$ cat src/rtl/mem_arbiter.sv
// Shares one single-ported RAM between instruction fetch and data access: data priority with an
// instruction starvation guard. Define MEM_ARBITER_LLSC_EN to add LL/SC link tracking.
module mem_arbiter #(
    parameter int unsigned STARVE_LIMIT = 4,
    parameter int unsigned ADDR_W       = 32
) (
    input  logic              CLK,
    input  logic              nRST,
    input  logic              iREN,
    input  logic [ADDR_W-1:0] iaddr,
    output logic              iwait,
    output logic [ADDR_W-1:0] iload,
    input  logic              dREN,
    input  logic              dWEN,
    input  logic [ADDR_W-1:0] daddr,
    input  logic [ADDR_W-1:0] dstore,
    input  logic              datomic,
    output logic              dwait,
    output logic [ADDR_W-1:0] dload,
    output logic              ramREN,
    output logic              ramWEN,
    output logic [ADDR_W-1:0] ramaddr,
    output logic [ADDR_W-1:0] ramstore,
    input  logic [ADDR_W-1:0] ramload,
    input  logic [1:0]        ramstate
);

    localparam int unsigned CNT_W = 4;
    localparam logic [CNT_W-1:0] LIMIT = CNT_W'(STARVE_LIMIT);
    localparam logic [1:0] RAM_ACCESS = 2'd2;

    typedef enum logic [1:0] {
        IDLE,
        IGRANT,
        DGRANT
    } state_t;

    state_t           state;
    state_t           state_next;
    logic [CNT_W-1:0] starve_cnt;
    logic             d_req;
    logic             i_done;
    logic             d_done;
    logic             sc_op;
    logic             sc_fail;

    assign d_req = dREN | dWEN;

`ifdef MEM_ARBITER_LLSC_EN
    logic              link_valid;
    logic [ADDR_W-1:0] link_addr;
    logic              link_hit;
    logic              ll_op;

    assign link_hit = link_valid && (link_addr == daddr);
    assign ll_op    = dREN & datomic;
    assign sc_op    = dWEN & datomic;
    assign sc_fail  = sc_op & ~link_hit;

    // Link register: set by LL, consumed by a successful SC, broken by a plain store to it.
    always_ff @(posedge CLK or negedge nRST) begin
        if (!nRST) begin
            link_valid <= 1'b0;
            link_addr  <= '0;
        end else if (d_done) begin
            if (ll_op) begin
                link_valid <= 1'b1;
                link_addr  <= daddr;
            end else if (sc_op) begin
                if (link_hit) begin
                    link_valid <= 1'b0;
                end
            end else if (dWEN && (link_addr == daddr)) begin
                link_valid <= 1'b0;
            end
        end
    end
`else
    logic unused_datomic;

    assign unused_datomic = datomic;
    assign sc_op          = 1'b0;
    assign sc_fail        = 1'b0;
`endif

    always_ff @(posedge CLK or negedge nRST) begin
        if (!nRST) begin
            state <= IDLE;
        end else begin
            state <= state_next;
        end
    end

    // Data grants made while fetch waits; saturates so fetch wins the next arbitration.
    always_ff @(posedge CLK or negedge nRST) begin
        if (!nRST) begin
            starve_cnt <= '0;
        end else if (!iREN || i_done) begin
            starve_cnt <= '0;
        end else if (d_done && (starve_cnt < LIMIT)) begin
            starve_cnt <= starve_cnt + CNT_W'(1);
        end
    end

    // Grant sequencing, RAM drive and same-cycle completion signalling.
    always_comb begin
        state_next = state;
        ramREN     = 1'b0;
        ramWEN     = 1'b0;
        ramaddr    = '0;
        ramstore   = '0;
        iwait      = 1'b1;
        dwait      = 1'b1;
        iload      = '0;
        dload      = '0;
        i_done     = 1'b0;
        d_done     = 1'b0;

        case (state)
            IDLE: begin
                if (d_req && (starve_cnt < LIMIT)) begin
                    state_next = DGRANT;
                end else if (iREN) begin
                    state_next = IGRANT;
                end else if (d_req) begin
                    state_next = DGRANT;
                end
            end

            IGRANT: begin
                if (!iREN) begin
                    state_next = IDLE;
                end else begin
                    ramREN  = 1'b1;
                    ramaddr = iaddr;
                    if (ramstate == RAM_ACCESS) begin
                        iwait      = 1'b0;
                        iload      = ramload;
                        i_done     = 1'b1;
                        state_next = IDLE;
                    end
                end
            end

            DGRANT: begin
                if (!d_req) begin
                    state_next = IDLE;
                end else if (sc_fail) begin
                    // Failed SC never touches the RAM.
                    dwait      = 1'b0;
                    d_done     = 1'b1;
                    state_next = IDLE;
                end else begin
                    ramREN   = dREN;
                    ramWEN   = dWEN;
                    ramaddr  = daddr;
                    ramstore = dstore;
                    if (ramstate == RAM_ACCESS) begin
                        dwait      = 1'b0;
                        dload      = sc_op ? ADDR_W'(1) : ramload;
                        d_done     = 1'b1;
                        state_next = IDLE;
                    end
                end
            end

            default: begin
                state_next = IDLE;
            end
        endcase
    end

endmodule

$ cat config.mk
export PLATFORM = sky130hd
export DESIGN_NAME = mem_arbiter
export DESIGN_NICKNAME = d
export VERILOG_FILES = /design/src/rtl/mem_arbiter.sv
export SDC_FILE = /design/constraint.sdc
export NUM_CORES = 1
export LEC_CHECK = 0
export ABC_CLOCK_PERIOD_IN_PS = 5600
export CORE_AREA = 2 2 104 106
export CTS_BUF_LIST = sky130_fd_sc_hd__clkbuf_8
export DETAILED_ROUTE_END_ITERATION = 6
export DIE_AREA = 0 0 106 108
export SYNTH_ARGS = -nofsm -noshare
export SYNTH_HDL_FRONTEND = slang
export SYNTH_SLANG_ARGS = --single-unit
$ cat constraint.sdc
create_clock -name CLK -period 5.6 [get_ports CLK]
set_input_delay 1.12 -clock CLK [delete_from_list [all_inputs] [get_ports CLK]]
set_output_delay 1.12 -clock CLK [all_outputs]
set_load 0.05 [all_outputs]
-- After elaboration in Yosys (flattened, before gate mapping)
Index checks and enable logic that the tools add are counted.
- word-level logic and storage cells: 49
- input bits: 136
- output and inout bits: 132
- flip-flop bits (word level): 6
- reduce and logical (&&, ||, !) cells: 6
- mux-type cells: 34
- order comparisons: 1
- add/sub/neg operators: 1
- equality and inequality tests: 4
- bitwise logic cells: 1
- operators with widths (cell ; count):
    32-bit 2-to-1 mux ; 9
    32-bit one-hot mux with 2 select lines ; 1
    1-bit 2-to-1 mux ; 14
    2-bit 2-to-1 mux ; 6
    4-bit 2-to-1 mux ; 2
    2-bit one-hot mux with 3 select lines ; 1
    4-bit by 1-bit adder with 4-bit output, second input constant ; 1
    2-bit equality test, second input constant ; 2
    4-bit by 3-bit < comparator with 1-bit output, second input constant ; 1
    4-bit inequality test, second input constant ; 1
    2-bit by 1-bit equality test with 1-bit output, second input constant ; 1
    1-bit logical AND ; 2
    2-bit logical NOT ; 1
    1-bit one-hot mux with 2 select lines ; 1
    2-bit nonzero test ; 1
    1-bit logical NOT ; 1
    1-bit logical OR ; 1
    1-bit bitwise OR ; 1

-- Logic depth before layout (Yosys ltp)
- word-level depth: 7
- gate-level depth with buffers: 7

-- Worst setup path after synthesis
OpenSTA, ideal clock, no wires.
- kind: in2out
- from: input dREN
- to: output ramaddr[10]
- arrival: 2469 ps
- slack: 2011 ps
- data required time: 4480 ps
- buffers on the path: 2
- stages: 5
- cells stage by stage: o21a_1 buf_2 clkbuf_1 a22oi_1 nor2b_1
- longest elaborated chain between the ends: 3
- ends and longest elaborated chain (what ; line ; text):
    start, declared ; 13 ; input logic dREN,
    1-bit bitwise OR ; 47 ; assign d_req = dREN | dWEN;
    32-bit 2-to-1 mux ; 146 ; if (!d_req) begin
    32-bit one-hot mux with 2 select lines ; 119 ; case (state)
    end, declared ; 22 ; output logic [ADDR_W-1:0] ramaddr,
Every way passes these cells.

-- Worst setup path in the final report
- from: input iREN
- to: output ramaddr[28]
- longest elaborated chain between the ends: 2
- ends and longest elaborated chain (what ; line ; text):
    start, declared ; 9 ; input logic iREN,
    32-bit 2-to-1 mux ; 131 ; if (!iREN) begin
    32-bit one-hot mux with 2 select lines ; 119 ;
Every way passes these cells.

==> impl_metrics.env <==
export IMPL_fin_cells=619
export IMPL_place_port_buffers=266
export IMPL_slowest_delay_ns=0.82
export IMPL_max_cap_violations=0
export IMPL_root_buffer="clkbuf_8"
export IMPL_finalCritPeriodShare_pct=83.4
export IMPL_cp_common_cell="clkdlybuf4s50_1"
export IMPL_clk_pin_slew_worst_paths_ns=0.04
export IMPL_clock_latency_ns=0.23
export IMPL_grt_first_pass_wirelength_um=14400
export IMPL_remaining_drc_errors=0
export IMPL_cp_end_kind="output port"
export IMPL_hold_ws_ns=0.555
export IMPL_max_slew_margin_rel_pct=41.0
export IMPL_p_leak_nw=1.79
export IMPL_startpoint_type="input pin"
export IMPL_yosysMostFrequentCell="and3_1"
export IMPL_start_util_pct=15.6
export IMPL_antennaDiodeCount=0
export IMPL_globalplace_congestion=0.754
export IMPL_path_class="input pin to output port"
export IMPL_die_area_um2=11400
export IMPL_path_buf_inv=3
export IMPL_synth_ff_type="dfrtp_1"
export IMPL_irDropWorstVdd_mv=0.151
export IMPL_cts_tree="done"
export IMPL_power_density_nw_per_um2=299
export IMPL_synth_area_um2=1590
export IMPL_setup_viol=0
export IMPL_worst_pin_slew_ns=0.885
export IMPL_drv_slew=0
export IMPL_max_freq_mhz=214
export IMPL_antenna_found_initial=0
export IMPL_reg2regPathDepth=5
export IMPL_ant_nets=0
export IMPL_arrival_ns=3.55
export IMPL_grt_pass1_vias=2753
export IMPL_cp_data_required_time_ns=4.48
export IMPL_ff2ff_setup_slack_ns=3.95
export IMPL_grt_max_degree=65
export IMPL_core_area_um2=10200
export IMPL_crit_fanout=43
export IMPL_synth_edf_count=0
export IMPL_synthTopCellsByArea="and3_1 (25%), a22oi_1 (15%), and2_1 (13%)"
export IMPL_hold_class="register to register"
export IMPL_cts_sinks=6
export IMPL_avgRoutedWirePerCell_um=16.2
export IMPL_postCtsHoldBufs=0
export IMPL_cts_htree_levels=1
export IMPL_synth_nets=379
export IMPL_syn_area_per_cell_um2=6.70
export IMPL_ys_types=27
export IMPL_grt_overflow=0
export IMPL_track_usage_pct=15.8
export IMPL_cts_inserted_buffers=3
export IMPL_hold_depth=2
export IMPL_finalHoldViolations=0
export IMPL_dp_cells=616
export IMPL_synth_common_cells="and3_1 (64), and2_1 (34), a22oi_1 (32), nor2b_1 (32), clkbuf_1 (22)"
export IMPL_critical_path_top_delay_family="buffers and inverters"
export IMPL_yosysTopAreaCell="and3_1"
export IMPL_min_period_ns=4.67
export IMPL_drt_met1_wl_um=3670
export IMPL_postRouteWirelength_um=10000
export IMPL_num_vias=2712
export IMPL_hpwl_um=8010
export IMPL_avgViaCountPerCell=4.38
export IMPL_rsz0062_at_grt="no"
export IMPL_async_flop_share_pct=100
export IMPL_timing_setup_tns_ns=0
export IMPL_synth_seq_area_share_pct=9.42
export IMPL_skew_ns=0.00337
export IMPL_drive_gt1_share_pct=2.07
export IMPL_ys_seq_elements=6
export IMPL_cts_setup_buffers=0
export IMPL_clk_path_buf_depth=2
export IMPL_met3WireLength_um=951
export IMPL_die_y_um=108
export IMPL_nets=626
export IMPL_crit_chain="clkdlybuf4s50_1, and2_2, buf_12, a22oi_1, nor2b_1, clkdlybuf4s50_1"
export IMPL_dr_wl_met2_um=5050
export IMPL_drt_iter0_drc=158
export IMPL_yosysWarnings=0
export IMPL_ios=268
export IMPL_slowest_stage="clkdlybuf4s50_1"
export IMPL_placementRows=37
export IMPL_synth_top_area_share_pct=25.1
export IMPL_die_x_um=106
export IMPL_area_growth_pct=176
export IMPL_top_layer="met4"
export IMPL_cts_resized=0
export IMPL_finalPower_mw=1.32
export IMPL_outcome="complete, no violations"
export IMPL_critical_path_depth=6
export IMPL_drt_pass1_iter_count=6
export IMPL_synth_cells=238
-- cell type report --
cell class	count	area (um2)
fillers	1031	5830
repair buffers	270	2710
multi-input cells	197	1310
well taps	136	170
flip-flops and latches	6	150
clock buffers	3	41.3
inverters	7	26.3
-- flip-flops by register name, indices dropped and copies added, names as in the netlist --
name        count
starve_cnt      4
state           2
-- routing by layer --
| metal | global-route usage [%] | vias up |
|---|---|---|
| li1 | - | 1333 |
| met1 | 16.4 | 1203 |
| met2 | 30.2 | 162 |
| met3 | 4.10 | 14 |
| met4 | 6.20 | 0 |
| met5 | 0 | - |
-- worst min-delay path, stage by stage, from the launching register on --
cell,delay [ns]
dfrtp_1,0.39
inv_1,0.08
nor2_1,0.05
-- cells by family after synthesis --
group | count (synthesis) | share of synthesized area, %
fa+ha+maj | 5 | 3.92
buf+inv | 35 | 8.56
flops | 6 | 9.42
compound gates | 46 | 21.1
simple gates | 146 | 57.0
-- worst paths after layout --
check | endpoint | startpoint
max | ramaddr[28] | iREN
min | starve_cnt[3] | starve_cnt[3]
max reg2reg | state[1] | state[0]
min reg2reg | starve_cnt[3] | starve_cnt[3]
max in group asynchronous | starve_cnt[1] | nRST
min in group asynchronous | starve_cnt[2] | nRST
-- per-stage QoR --
stage                     utilization (%)  setup slack [ns]  area [um2]
final                                43.0             0.930        4400
after global routing                 43.0             0.772        4400
after detailed placement             42.6             0.935        4360
after floorplan                         -              2.01        1590
after CTS                            43.0             0.932        4400
after global placement               42.6             0.980        4360
-- cells in the final DEF, fill, tap and decap left out, types with 2 or more instances in the layout --
cell / instances
a21oi_1: 2
a22oi_1: 32
and2_1: 33
and3_1: 64
buf_4: 3
clkbuf_8: 3
clkdlybuf4s50_1: 266
dfrtp_1: 6
ha_1: 5
inv_1: 7
nand2_1: 3
nor2_1: 5
nor2b_1: 32
nor3b_1: 2
o21ai_0: 5
or3_1: 2
-- power by group --
part	total (mW)	switching (mW)	internal [mW]
logic	1.19	0.746	0.447
clock network	0.0680	0.0215	0.0464
registers	0.0573	0.00770	0.0496
total	1.32	0.776	0.543
(Power assumes the default switching activity.)
